[config.mk]
export PLATFORM = sky130hd
export DESIGN_NAME = reaction_sequencer
export DESIGN_NICKNAME = d
export VERILOG_FILES = /design/src/rtl/reaction_sequencer.sv
export SDC_FILE = /design/constraint.sdc
export NUM_CORES = 1
export LEC_CHECK = 0
export BUFFER_PORTS_ARGS = -buffer_cell sky130_fd_sc_hd__buf_2
export CAP_MARGIN = 20
export CORE_MARGIN = 2
export CORE_UTILIZATION = 55
export CTS_CLUSTER_DIAMETER = 30
export DETAILED_ROUTE_END_ITERATION = 8
export GPL_ROUTABILITY_DRIVEN = 0
export PLACE_DENSITY_LB_ADDON = 0.12
export SYNTH_ARGS = -nofsm -noshare
export SYNTH_HDL_FRONTEND = slang
export SYNTH_SLANG_ARGS = --single-unit
[constraint.sdc]
create_clock -name clk -period 3.9 [get_ports clk]
set_input_delay 1.17 -clock clk [delete_from_list [all_inputs] [get_ports clk]]
set_output_delay 1.17 -clock clk [all_outputs]
set_load 0.005 [all_outputs]
[src/rtl/reaction_sequencer.sv]
// -----------------------------------------------------------------------------
// reaction_sequencer
//
// Controller for the reaction-timer datapath. Runs one trial at a time:
//   start -> random wait (ARMED) -> go lamp (GO) -> capture at stop (DONE).
// A stop press before go ends the trial with the early flag set. A missing
// stop ends the trial with the timeout flag set after TIMEOUT_MS ms.
//
// Time is kept with a millisecond tick. The tick is a clock enable from a
// prescaler and is never used as a clock. The random part of the wait comes
// from a free-running 16-bit Fibonacci LFSR (taps 16,14,13,11).
//
// Ports
//   clk          in   clock
//   reset        in   asynchronous, active-high
//   start        in   start button, synchronised level (edge detected here)
//   stop         in   reaction button, synchronised level (edge detected here)
//   go           out  high while in GO
//   busy         out  high in ARMED or GO
//   result_ms    out  captured reaction time in ms (0 after early press)
//   result_valid out  one-cycle pulse on the first cycle in DONE
//   early        out  last trial ended by a stop press during ARMED
//   timeout      out  last trial ran out of reaction window
//   state_dbg    out  current FSM state, for checkers and debug
//
// Result handshake: result_valid is a strobe with no ready. result_ms,
// early and timeout are stable from the strobe cycle until the next trial
// starts, so a consumer may sample them on the strobe or at any later time.
// -----------------------------------------------------------------------------
module reaction_sequencer #(
  parameter int          CLK_DIV          = 10,
  parameter int          DELAY_MIN        = 2000,
  parameter int          DELAY_RANGE_BITS = 10,
  parameter int          TIMEOUT_MS       = 9999,
  parameter int          CNT_W            = 16,
  parameter logic [15:0] LFSR_SEED        = 16'hACE1
) (
  input  logic             clk,
  input  logic             reset,
  input  logic             start,
  input  logic             stop,
  output logic             go,
  output logic             busy,
  output logic [CNT_W-1:0] result_ms,
  output logic             result_valid,
  output logic             early,
  output logic             timeout,
  output logic [1:0]       state_dbg
);

  localparam int PS_W = (CLK_DIV > 1) ? $clog2(CLK_DIV) : 1;

  // Mask selecting the random add-on bits of the LFSR; zero bits means
  // the wait is exactly DELAY_MIN.
  localparam logic [15:0] RAND_MASK =
    (DELAY_RANGE_BITS == 0) ? 16'd0 : 16'((32'd1 << DELAY_RANGE_BITS) - 32'd1);

  localparam logic [PS_W-1:0]  PS_LAST      = PS_W'(CLK_DIV - 1);
  localparam logic [CNT_W-1:0] TIMEOUT_VAL  = CNT_W'(TIMEOUT_MS);
  localparam logic [CNT_W-1:0] TIMEOUT_LAST = CNT_W'(TIMEOUT_MS - 1);
  localparam logic [CNT_W-1:0] DELAY_BASE   = CNT_W'(DELAY_MIN);

  typedef enum logic [1:0] {
    S_IDLE  = 2'd0,
    S_ARMED = 2'd1,
    S_GO    = 2'd2,
    S_DONE  = 2'd3
  } state_t;

  // ---------------------------------------------------------------------------
  // Registers
  // ---------------------------------------------------------------------------
  state_t             state_q;
  logic               start_q;
  logic               stop_q;
  logic [15:0]        lfsr_q;
  logic [PS_W-1:0]    presc_q;
  logic [CNT_W-1:0]   delay_q;
  logic [CNT_W-1:0]   elapsed_q;
  logic [CNT_W-1:0]   result_q;
  logic               result_valid_q;
  logic               early_q;
  logic               timeout_q;

  // ---------------------------------------------------------------------------
  // Combinational helpers
  // ---------------------------------------------------------------------------
  logic               start_e;
  logic               stop_e;
  logic [15:0]        lfsr_d;
  logic               timing_state;
  logic               presc_last;
  logic               tick;
  logic [15:0]        rand_part;
  logic [CNT_W-1:0]   delay_init;

  assign start_e = start & ~start_q;
  assign stop_e  = stop  & ~stop_q;

  // Fibonacci LFSR, taps 16,14,13,11 (bit indices 15,13,12,10).
  assign lfsr_d = {lfsr_q[14:0], lfsr_q[15] ^ lfsr_q[13] ^ lfsr_q[12] ^ lfsr_q[10]};

  assign timing_state = (state_q == S_ARMED) || (state_q == S_GO);
  assign presc_last   = (presc_q == PS_LAST);
  assign tick         = presc_last && timing_state;

  assign rand_part  = lfsr_q & RAND_MASK;
  assign delay_init = DELAY_BASE + CNT_W'(rand_part);

  // ---------------------------------------------------------------------------
  // Sequencer
  // ---------------------------------------------------------------------------
  always_ff @(posedge clk or posedge reset) begin
    if (reset) begin
      state_q        <= S_IDLE;
      start_q        <= 1'b0;
      stop_q         <= 1'b0;
      lfsr_q         <= LFSR_SEED;
      presc_q        <= '0;
      delay_q        <= '0;
      elapsed_q      <= '0;
      result_q       <= '0;
      result_valid_q <= 1'b0;
      early_q        <= 1'b0;
      timeout_q      <= 1'b0;
    end else begin
      start_q        <= start;
      stop_q         <= stop;
      lfsr_q         <= lfsr_d;
      result_valid_q <= 1'b0;

      // The prescaler only runs while a trial is being timed. Entering
      // ARMED or GO forces it back to zero below so the first ms is full.
      if (timing_state) begin
        presc_q <= presc_last ? '0 : presc_q + 1'b1;
      end else begin
        presc_q <= '0;
      end

      case (state_q)
        S_IDLE, S_DONE: begin
          // Start beats a simultaneous stop; stop alone is ignored here.
          if (start_e) begin
            state_q   <= S_ARMED;
            delay_q   <= delay_init;
            early_q   <= 1'b0;
            timeout_q <= 1'b0;
            result_q  <= '0;
            presc_q   <= '0;
          end
        end

        S_ARMED: begin
          if (stop_e) begin
            state_q        <= S_DONE;
            early_q        <= 1'b1;
            result_q       <= '0;
            result_valid_q <= 1'b1;
          end else if (delay_q == '0) begin
            // Zero wait only happens on entry; go on the next edge.
            state_q   <= S_GO;
            elapsed_q <= '0;
            presc_q   <= '0;
          end else if (tick) begin
            delay_q <= delay_q - 1'b1;
            if (delay_q == CNT_W'(1)) begin
              state_q   <= S_GO;
              elapsed_q <= '0;
              presc_q   <= '0;
            end
          end
        end

        S_GO: begin
          // Stop is checked before the tick so a coincident tick does not
          // count: only whole elapsed milliseconds are reported.
          if (stop_e) begin
            state_q        <= S_DONE;
            result_q       <= elapsed_q;
            result_valid_q <= 1'b1;
          end else if (tick) begin
            if (elapsed_q == TIMEOUT_LAST) begin
              state_q        <= S_DONE;
              timeout_q      <= 1'b1;
              result_q       <= TIMEOUT_VAL;
              result_valid_q <= 1'b1;
            end else begin
              elapsed_q <= elapsed_q + 1'b1;
            end
          end
        end

        default: begin
          state_q <= S_IDLE;
        end
      endcase
    end
  end

  // ---------------------------------------------------------------------------
  // Outputs: decoded from registers only, no path from the button inputs.
  // ---------------------------------------------------------------------------
  assign go           = (state_q == S_GO);
  assign busy         = (state_q == S_ARMED) || (state_q == S_GO);
  assign result_ms    = result_q;
  assign result_valid = result_valid_q;
  assign early        = early_q;
  assign timeout      = timeout_q;
  assign state_dbg    = state_q;

endmodule

# [Word level (Yosys, flattened, before mapping)]
# Index checks and enable logic that the tools add are counted.
[totals] mem_count=0 ff_bits=75 latchBits=0 output_inout_bits=23 rom_bits=0 in_bits=4 elab_cells=105 mem_bits_rw=0
[op_classes] n_addsub=4 n_shift=0 reduce_logical=14 n_lt_le_gt_ge=0 n_mux=48 n_bitwise=7 div=0 n_eq_ne=21 mul=0
[ops] cell="$mux W16" n=16
[ops] cell="$pmux W16 S2" n=2
[ops] cell="$pmux W16 S3" n=1
[ops] cell="$mux W4" n=7
[ops] cell="$add A16 B1 Y16 const B" n=1
[ops] cell="$eq A16 B1 Y1 const B" n=1
[ops] cell="$eq A16 B14 Y1 const B" n=1
[ops] cell="$logic_not A16 Y1" n=1
[ops] cell="$mux W2" n=8
[ops] cell="$sub A16 B1 Y16 const B" n=1
[ops] cell="$reduce_and A5 Y1" n=3
[ops] cell="$ne A2 B2 Y1 const B" n=7
[ops] cell="$add A11 B10 Y12 const A" n=1
[ops] cell="$mux W1" n=9
[ops] cell="$ne A4 B4 Y1 const B" n=2
[ops] cell="$pmux W4 S2" n=1
[ops] cell="$reduce_and A7 Y1" n=1
[ops] cell="$ne A3 B1 Y1 const B" n=2
[ops] cell="$ne A3 B3 Y1 const B" n=2
[ops] cell="$pmux W1 S2" n=3
[ops] cell="$pmux W2 S3" n=1
[ops] cell="$reduce_bool A2 Y1" n=3
[ops] cell="$add A4 B1 Y4 const B" n=1
[ops] cell="$eq A2 B2 Y1 const B" n=2
[ops] cell="other kinds (12)" n=17

# [Depth between registers and ports, before layout]
# Gate-level depths: netlist of run 1.
[depth] depth_word=8 depth_mapped=10

# [Least setup slack after synthesis of run 1]
# OpenSTA, ideal clock, no wires.
[synth_timing] kind="reg-to-reg" from="register elapsed_q[0]" to="register result_q[4], in the netlist result_ms[4]" path_stages_with_launch=11 required_time_ns=3.782 period_less_slack_ns=2.856 t_arrival_ns=2.738 n_path_buf=3 path_slack_ns=1.044 cell_sequence="dfrtp_1 > inv_1 > ha_1 > or3b_2 > or4_4 > buf_6 > o311a_4 > or3b_1 > buf_6 > buf_12 > a21o_1"
[synth_between] elab_chain_len=3
[synth_rtl] item="start: declaration" line_no="79" source="logic [CNT_W-1:0] elapsed_q;"
[synth_rtl] item="start signal: assignment" line_no="188" source="elapsed_q <= elapsed_q + 1'b1;"
[synth_rtl] item="$eq A16 B14 Y1" line_no="182" source="if (elapsed_q == TIMEOUT_LAST) begin"
[synth_rtl] item="$ne A3 B1 Y1 (no line)"
[synth_rtl] item="$reduce_and A4 Y1 (no line)"
[synth_rtl] item="end signal: assignment" line_no="179" source="result_q <= elapsed_q;"
[synth_rtl] item="end: declaration" line_no="80" source="logic [CNT_W-1:0] result_q;"
# No other way between the ends.
# A chain may end at the register's enable or synchronous reset.

# [Final worst setup path of run 1]
[layout_timing] from="register elapsed_q[0]" to="register result_q[0], in the netlist result_ms[0]"
[layout_between] elab_chain_len=3 word_cells_on_any_way=5 cone_classes="eq/ne (2); mux (2); reduce/logical (1)"
[layout_rtl] item="$eq A16 B14 Y1" line_no="182"
[layout_rtl] item="$ne A3 B1 Y1 (no line)"
[layout_rtl] item="$reduce_and A4 Y1 (no line)"
# Parallel ways exist; a longest one is shown, timed or not.

==> results.py, run 1 <==
metrics = {
    "status": {
        "status": "completed",
    },
    "cells_and_area": {
        "drive_gt1_share_pct": 18.12,
        "fillers": 587,
        "antennaDiodeCount": 0,
        "fin_util_pct": 62.77,
        "final_cell_area_um2": 4312,
        "nNetsFinal": 432,
        "area_growth_pct": 9.397,
    },
    "hold_path": {
        "hold_path_depth": 0,
        "min_path_type": "flip-flop to flip-flop",
    },
    "clock_tree": {
        "cts_tree": "built",
        "path_clk_slew_ns": 0.08,
        "cts_sinks": 75,
        "cts_root_buffer": "clkbuf_8",
        "clockBufferDepth": 2,
        "cts-buffers-inserted": 9,
        "h-tree-depth": 3,
        "cts_hold_buf": 0,
        "clock_latency_ns": 0.35,
        "cts_setup_buffers": 0,
        "cts_resized": 0,
    },
    "critical_path": {
        "path_cells": "inv_1, ha_1, or3b_2, or4_4, o311a_4, or3b_1, mux2_4",
        "slowest_stage": "or3b_1",
        "crit_path_end_kind": "flip-flop",
        "ff2ff_setup_slack_ns": 0.71,
        "crit_buf_inv": 1,
        "startpoint_type": "flip-flop",
        "r2r_cells": 7,
        "critical-path-top-delay-family": "simple AND/OR/NAND/NOR gates",
        "worst-path-stages": 7,
        "max_stage_delay_ns": 0.67,
        "path_max_fanout": 16,
        "critPathRequiredTime_ns": 4.14,
        "crit_arrival_ns": 3.43,
        "critical_path_class": "flip-flop to flip-flop",
    },
    "sta": {
        "finalCritPeriodShare_pct": 81.76,
        "setup_violations": 0,
        "period_minus_slack_ns": 3.188,
        "maxSlewViolCount": 0,
        "fmax_mhz": 313.6,
        "tightestPinTransition_ns": 0.7983,
        "finalHoldViolCount": 0,
        "fin_tns_setup_ns": 0,
        "rsz0062_at_grt": "false",
        "clock_skew_ns": 0.005551,
        "relSlewSlack_pct": 46.67,
    },
    "global_routing": {
        "grt_overflow": 0,
        "grt_usage_pct": 22.99,
        "grt_start_max_net_pins": 48,
        "grt_pass1_wl_mm": 14.01,
        "antenna_found_initial": 0,
        "grt_pass1_vias": 2860,
    },
    "logic_synthesis": {
        "ys_top_cells_by_count": "dfrtp_1, o21ai_0, nand2_1, a21oi_1",
        "postSynth.asyncResetShare_pct": 100.0,
        "synth-compound-area-share_pct": 16.92,
        "yosys.area_share.adder_pct": 2.540,
        "synth-xor-area-share_pct": 1.778,
        "synth_top_family_by_area": "simple AND/OR/NAND/NOR gates",
        "ys_warn_count": 0,
        "synth_cell_types": 64,
        "synth_most_common_cell": "dfrtp_1",
        "synth_area_leaders": "dfrtp_1, dfstp_2, o21ai_0",
        "ys_seq_area_share_pct": 47.87,
        "yosysTopAreaCellShare_pct": 42.54,
        "synthFlopType": "dfrtp_1",
        "ys_ff_latch": 75,
        "syn_inst": 402,
        "synth.net_count": 414,
        "synth_area_leader_cell": "dfrtp_1",
        "synth-edff-count": 0,
        "avgSynthCellArea_um2": 9.804,
        "syn-cell-area_um2": 3941,
        "synthSimpleGateAreaFrac_pct": 21.84,
        "muxShareOfSynthArea_pct": 2.698,
    },
    "route": {
        "antenna_left": 0,
        "wl_mm": 8.274,
        "drt-wirelength-per-cell_um": 15.88,
        "routed_via_density": 5.952,
        "first_pass_iters": 5,
        "drc_errors": 0,
        "drt_iter0_drc": 216,
        "via_count": 3101,
    },
    "pwr": {
        "p_per_area_nw_per_um2": 619.3,
        "p_leak_nw": 1.969,
        "irDropWorstVdd_v": 0.0004947,
    },
    "placed_design": {
        "numPortBuffers": 26,
        "dp_hpwl_mm": 5.714,
        "dpl_cell_area_um2": 4093,
    },
    "die": {
        "start_util_pct": 57.38,
        "core_um2": 6869,
        "chipHeight_um": 88.65,
        "rows": 30,
        "die_area_um2": 7859,
        "die_x_um": 88.65,
        "boundaryPins": 27,
    },
    "flow_run": {
        "max_cap_viol_count": 0,
    },
}
-- flip-flops by register name, summed over array words and instances (netlist names) --
name and count:
stop_q 1, early 1, result_ms 16, result_valid 1, lfsr_q 16, state_dbg 2, start_q 1, elapsed_q 16
presc_q 4, timeout 1, delay_q 16
-- per-layer routing --
layer / GRT usage (%) / vias to the layer above / share of wire, %
li1: - / 1526 / -
met1: 34.95 / 1472 / 52
met2: 32.09 / 96 / 42
met3: 6.716 / 7 / 5.7
met4: 5.923 / 0 / 0.92
met5: 0 / - / 0
-- layout by cell type (no fill, tap or decap), drive strengths merged, types with 3 or more instances in the layout --
cell type,n
inv,21
dfstp,8
a21o,8
and3,4
buf,33
a31oi,6
nor2,21
or2,3
a21oi,24
nor3,17
ha,8
mux2i,8
nand3,18
xor2,4
a211o,4
or3,7
nand4,10
nor4b,3
clkbuf,10
xnor2,4
and4,11
o31ai,5
nor4,9
o22a,6
dfrtp,67
clkinv,5
nand2,27
or4,9
o21ai,30
-- final timing paths --
path,end,from
setup / recovery,result_ms[0],elapsed_q[0]
hold / removal,lfsr_q[15],lfsr_q[14]
setup reg to reg,result_ms[0],elapsed_q[0]
hold reg to reg,lfsr_q[15],lfsr_q[14]
max in group asynchronous,lfsr_q[7],reset
min in group asynchronous,result_ms[15],reset
-- area by class of cell --
| class | count | area (um^2) | area share, % |
|---|---|---|---|
| Sequential cell | 75 | 1887 | 43.76 |
| Multi-Input combinational cell | 279 | 1808 | 41.93 |
| Timing Repair Buffer | 33 | 195.2 | 4.527 |
| Clock buffer | 10 | 127.6 | 2.960 |
| Tap cell | 96 | 120.1 | 2.786 |
| Clock inverter | 6 | 91.34 | 2.118 |
| Inverter | 22 | 82.58 | 1.915 |
-- per-stage QoR --
step / hold WS, ns / std cells / power, mW / worst slack, ns
after floorplan: 0.3330 / 402 / 1.816 / 0.8333
after global placement: 0.3446 / 505 / 1.997 / 0.8129
after detailed placement: 0.3415 / 505 / 2.023 / 0.7344
after CTS: 0.3657 / 521 / 2.681 / 0.7392
after global routing: 0.3782 / 521 / 2.872 / 0.5957
final: 0.3636 / 521 / 2.670 / 0.7115
-- where the power goes --
group          internal (mW)  switching [mW]  total [mW]
Sequential             0.895           0.118        1.01
Clock                  0.363           0.290       0.653
Combinational          0.371           0.633        1.00
-- kinds of logic after synthesis --
| family | count (synthesis) |
|---|---|
| xor+xnor | 8 |
| buf+inv | 48 |
| simple gates | 151 |
| compound gates | 102 |
| mux | 10 |
| flops | 75 |
| fa+ha+maj | 8 |
Note: power is estimated with default switching activity, not from simulation.
==> run 2: changes to the inputs <==
- CORE_UTILIZATION: 55 -> 54
- clock period: 3.9 -> 2.6 ns (I/O delays scaled with it)
==> results.py, run 2 (same netlist as run 1, synthesis figures left out) <==
metrics = {
    "die": {
        "core_um2": 7176,
        "die_x_um": 89.43,
        "start_util_pct": 54.93,
        "die_area_um2": 7998,
        "chipHeight_um": 89.43,
        "rows": 31,
        "boundaryPins": 27,
    },
    "cells_and_area": {
        "drive_gt1_share_pct": 24.51,
        "area_growth_pct": 17.62,
        "antennaDiodeCount": 0,
        "layout_commonest_cell": "dfrtp_1",
        "instances_no_fill": 556,
        "nNetsFinal": 464,
        "fillers": 571,
        "mostFrequentLayoutCells": "dfrtp_1, buf_4, o21ai_0, nand2_1, buf_2",
        "fin_util_pct": 64.60,
    },
    "route": {
        "drt-wirelength-per-cell_um": 15.47,
        "antenna_left": 0,
        "wl_mm": 8.599,
        "routed_via_density": 5.844,
        "first_pass_iters": 4,
        "via_count": 3249,
        "drc_errors": 0,
        "drt_iter0_drc": 278,
    },
    "flow_run": {
        "max_cap_viol_count": 0,
    },
    "clock_tree": {
        "cts_sinks": 75,
        "path_clk_slew_ns": 0.08,
        "h-tree-depth": 3,
        "cts_tree": "built",
        "cts_hold_buf": 0,
        "cts_root_buffer": "clkbuf_8",
        "cts-buffers-inserted": 9,
        "clock_latency_ns": 0.36,
        "clockBufferDepth": 2,
    },
    "pwr": {
        "power_frac_seq_pct": 33.3,
        "swShare_pct": 37.24,
        "combPwrFrac_pct": 41.7,
        "power_mw": 4.440,
        "p_int_mw": 2.786,
        "p_sw_mw": 1.654,
        "p_leak_nw": 2.158,
        "irDropWorstVdd_v": 0.0004923,
        "pwr-share-clk_pct": 25.0,
        "p_per_area_nw_per_um2": 957.8,
    },
    "critical_path": {
        "ff2ff_setup_slack_ns": -0.06,
        "crit_arrival_ns": 2.91,
        "path_common_cell": "or4_4",
        "critical_path_class": "flip-flop to flip-flop",
        "critPathRequiredTime_ns": 2.85,
        "r2r_end": "result_ms[14]",
        "r2r_start": "elapsed_q[7]",
        "crit_path_end_kind": "flip-flop",
        "max_stage_delay_ns": 0.54,
        "path_max_fanout": 8,
        "path_cells": "or4_4, or4_4, o311a_4, or3b_4, buf_12, a21o_2",
        "r2r_cells": 6,
        "critical-path-top-delay-family": "simple AND/OR/NAND/NOR gates",
        "slowest_stage": "or4_4",
        "startpoint_type": "flip-flop",
        "crit_buf_inv": 1,
    },
    "placed_design": {
        "numPortBuffers": 26,
        "dp_hpwl_mm": 5.976,
        "dp.cells": 537,
    },
    "sta": {
        "setup_ws_ns": -0.06285,
        "clock_skew_ns": 0.01141,
        "maxSlewViolCount": 0,
        "relSlewSlack_pct": 62.97,
        "period_minus_slack_ns": 2.663,
        "finalCritPeriodShare_pct": 102.4,
        "tightestPinTransition_ns": 0.5543,
        "rsz0062_at_grt": "true",
        "fmax_mhz": 375.5,
        "setup_violations": 16,
        "finalHoldViolCount": 0,
    },
    "global_routing": {
        "grt_pass1_vias": 2862,
        "met1_usage_pct": 33.83,
        "grt_start_max_net_pins": 51,
        "grt_overflow": 0,
        "grt_usage_pct": 23.15,
        "grt_util_met3_pct": 4.432,
        "grt_pass1_wl_mm": 14.03,
        "busiest_layer": "met1",
        "use_met2_pct": 33.80,
        "antenna_found_initial": 0,
    },
    "status": {
        "violations": "setup timing",
        "status": "finished, violations left",
    },
    "hold_path": {
        "min_path_type": "flip-flop to flip-flop",
        "min_from": "lfsr_q[14]",
        "hold_path_depth": 0,
        "min_to": "lfsr_q[15]",
    },
}
run 2: worst max path at each step:
stage	from	end	slack (ns)	cells past startpoint
after floorplan	elapsed_q[4]	result_ms[4]	-0.23	8
after global placement	elapsed_q[15]	result_ms[11]	-0.07	6
final	elapsed_q[7]	result_ms[14]	-0.06	6
after CTS	elapsed_q[15]	result_ms[14]	-0.06	6
after global routing	elapsed_q[7]	result_ms[14]	-0.10	6
after detailed placement	elapsed_q[15]	result_ms[12]	-0.11	6
run 2: metrics by stage:
step	instance area, um^2	hold slack, ns	setup slack, ns	TNS [ns]
floorplan	3948	0.3330	-0.2268	-2.772
global placement	4345	0.3398	-0.07276	-0.4895
detailed placement	4345	0.3457	-0.1083	-0.9911
CTS	4596	0.3656	-0.05772	-0.3171
global route	4636	0.3667	-0.1049	-1.025
finish	4636	0.3618	-0.06285	-0.4857
run 2: layout make-up:
| cell class | instances | area [um^2] | area share (%) |
|---|---|---|---|
| clock buffers | 9 | 123.9 | 2.672 |
| clock inverters | 7 | 123.9 | 2.672 |
| inverters | 22 | 86.33 | 1.862 |
| multi-input cells | 279 | 1813 | 39.11 |
| flip-flops and latches | 75 | 1887 | 40.70 |
| well taps | 99 | 123.9 | 2.672 |
| repair buffers | 65 | 478.0 | 10.31 |
run 2: power by group through the flow:
stage	logic, mW	clock network [mW]	registers (mW)
floorplan	1.23	0	1.50
global placement	1.72	0	1.49
detailed placement	1.74	0	1.50
CTS	1.77	1.13	1.48
global route	2.06	1.19	1.51
finish	1.85	1.11	1.48
run 2: timing repair:
item | CTS | global route
gates resized for setup | 1 | 0
gates cloned | 0 | 1
pin swaps | 1 | 2
endpoints found under the setup margin | 16 | 16
buffers inserted | 0 | 2
run 2: layer usage:
metal / part of all wire [%] / vias up
li1: - / 1590
met1: 48 / 1549
met2: 45 / 94
met3: 5.2 / 16
met4: 1.3 / 0
met5: 0 / -
run 2: worst reg2reg max path, stage by stage (launching register included):
cell,delay [ns]
dfrtp_1,0.40
or4_4,0.54
or4_4,0.53
o311a_4,0.32
or3b_4,0.42
buf_12,0.15
a21o_2,0.20
==> run 3: changes to the inputs <==
- ABC_CLOCK_PERIOD_IN_PS: not set -> 2600
- CAP_MARGIN: 20 -> not set
- CORE_UTILIZATION: 54 -> 55
- CTS_BUF_LIST: not set -> sky130_fd_sc_hd__clkbuf_8
==> results.py, run 3 (same netlist as run 1, synthesis figures left out) <==
metrics = {
    "status": {
        "status": "finished, violations left",
        "violations": "setup timing",
    },
    "critical_path": {
        "path_max_fanout": 15,
        "critical-path-top-delay-family": "simple AND/OR/NAND/NOR gates",
        "crit_path_end_kind": "flip-flop",
        "max_stage_delay_ns": 0.54,
        "critical_path_class": "flip-flop to flip-flop",
        "critPathRequiredTime_ns": 2.85,
        "crit_arrival_ns": 2.92,
        "path_cells": "or4_4, or4_4, o311a_4, or3b_4, buf_12, a21o_2",
        "startpoint_type": "flip-flop",
        "slowest_stage": "or4_4",
        "path_common_cell": "or4_4",
        "crit_buf_inv": 1,
    },
    "clock_tree": {
        "cts_sinks": 75,
        "cts_tree": "built",
        "cts_setup_buffers": 0,
        "cts_hold_buf": 0,
        "clock_latency_ns": 0.35,
        "clockBufferDepth": 2,
        "path_clk_slew_ns": 0.08,
        "cts-buffers-inserted": 9,
        "h-tree-depth": 3,
        "cts_root_buffer": "clkbuf_8",
    },
    "cells_and_area": {
        "drive_gt1_share_pct": 24.67,
        "mostFrequentLayoutCells": "dfrtp_1, buf_4, o21ai_0, nand2_1, buf_2",
        "layout_commonest_cell": "dfrtp_1",
        "fin_util_pct": 66.87,
        "instances_no_fill": 554,
        "area_growth_pct": 16.54,
        "fillers": 552,
        "nNetsFinal": 465,
        "antennaDiodeCount": 0,
    },
    "pwr": {
        "p_leak_nw": 2.141,
        "irDropWorstVdd_v": 0.0006628,
        "p_per_area_nw_per_um2": 939.4,
        "power_mw": 4.315,
    },
    "hold_path": {
        "min_path_type": "flip-flop to flip-flop",
    },
    "placed_design": {
        "dp.cells": 538,
        "numPortBuffers": 26,
        "dp_hpwl_mm": 6.194,
    },
    "route": {
        "drt-wirelength-per-cell_um": 15.78,
        "routed_via_density": 5.931,
        "first_pass_iters": 5,
        "via_count": 3286,
        "wl_mm": 8.744,
        "antenna_left": 0,
        "drc_errors": 0,
        "drt_iter0_drc": 255,
    },
    "sta": {
        "relSlewSlack_pct": 60.77,
        "setup_violations": 9,
        "maxSlewViolCount": 0,
        "whs_ns": 0.3597,
        "tightestPinTransition_ns": 0.5831,
        "finalHoldViolCount": 0,
        "clock_skew_ns": 0.007976,
        "period_minus_slack_ns": 2.667,
        "setup_ws_ns": -0.06660,
        "rsz0062_at_grt": "true",
        "fmax_mhz": 375.0,
        "finalCritPeriodShare_pct": 102.6,
        "fin_tns_setup_ns": -0.4252,
    },
    "global_routing": {
        "grt_overflow": 0,
        "grt_usage_pct": 24.44,
        "grt_start_max_net_pins": 46,
        "grt_pass1_wl_mm": 14.71,
        "antenna_found_initial": 0,
        "grt_pass1_vias": 3005,
    },
    "flow_run": {
        "max_cap_viol_count": 0,
    },
    "die": {
        "rows": 30,
        "die_area_um2": 7859,
        "start_util_pct": 57.38,
        "die_x_um": 88.65,
        "boundaryPins": 27,
        "chipHeight_um": 88.65,
        "core_um2": 6869,
    },
}
==> run 3: through the flow <==
| stage | area, um^2 | worst slack [ns] |
|---|---|---|
| finish | 4593 | -0.06660 |
| global route | 4593 | -0.1299 |
| CTS | 4593 | -0.08625 |
| detailed placement | 4359 | -0.1285 |
| global placement | 4359 | -0.08236 |
| floorplan | 3948 | -0.2268 |
==> run 3: per-layer routing <==
metal,wire length [um],global-route usage (%),vias up,part of all wire [%]
li1,-,-,1580,-
met2,3701,34.33,111,42
met5,0,0,-,0
met3,451,5.131,15,5.2
met1,4450,37.27,1580,51
met4,140,8.402,0,1.6
==> run 3: power by group <==
part           internal, mW  total [mW]  leakage (nW)  switching [mW]
logic                 0.737        1.80          1.06            1.06
clock network         0.577        1.03         0.114           0.458
registers              1.34        1.48         0.964           0.140
==> run 3: worst reg2reg max path, stage by stage, from the launching register on <==
cell,delay (ns)
dfrtp_1,0.39
or4_4,0.54
or4_4,0.54
o311a_4,0.32
or3b_4,0.40
buf_12,0.17
a21o_2,0.21
==> run 3: final timing paths <==
| path | start | endpoint | slack [ns] | cells past startpoint |
|---|---|---|---|---|
| max in group asynchronous | reset | lfsr_q[5] | 1.74 | 3 |
| min in group asynchronous | reset | early | 0.48 | 3 |
| max reg2reg | elapsed_q[15] | result_ms[11] | -0.07 | 6 |
| min | lfsr_q[14] | lfsr_q[15] | 0.36 | 0 |
| min reg2reg | lfsr_q[14] | lfsr_q[15] | 0.36 | 0 |
| max | elapsed_q[15] | result_ms[11] | -0.07 | 6 |
==> run 3: layout make-up <==
type	count	area [um^2]	area share [%]
tap	96	120.1	2.615
timing repair buffer	66	455.4	9.916
sequential	75	1887	41.08
clock buffer	10	137.6	2.996
clock inverter	6	93.84	2.043
multi-input combinational	279	1813	39.47
inverter	22	86.33	1.880
==> run 3: timing repair <==
item                       in CTS  in global routing
pin swaps                       0                  1
resized for setup               1                  0
setup endpoints to repair      16                 16
gates cloned                    0                  0
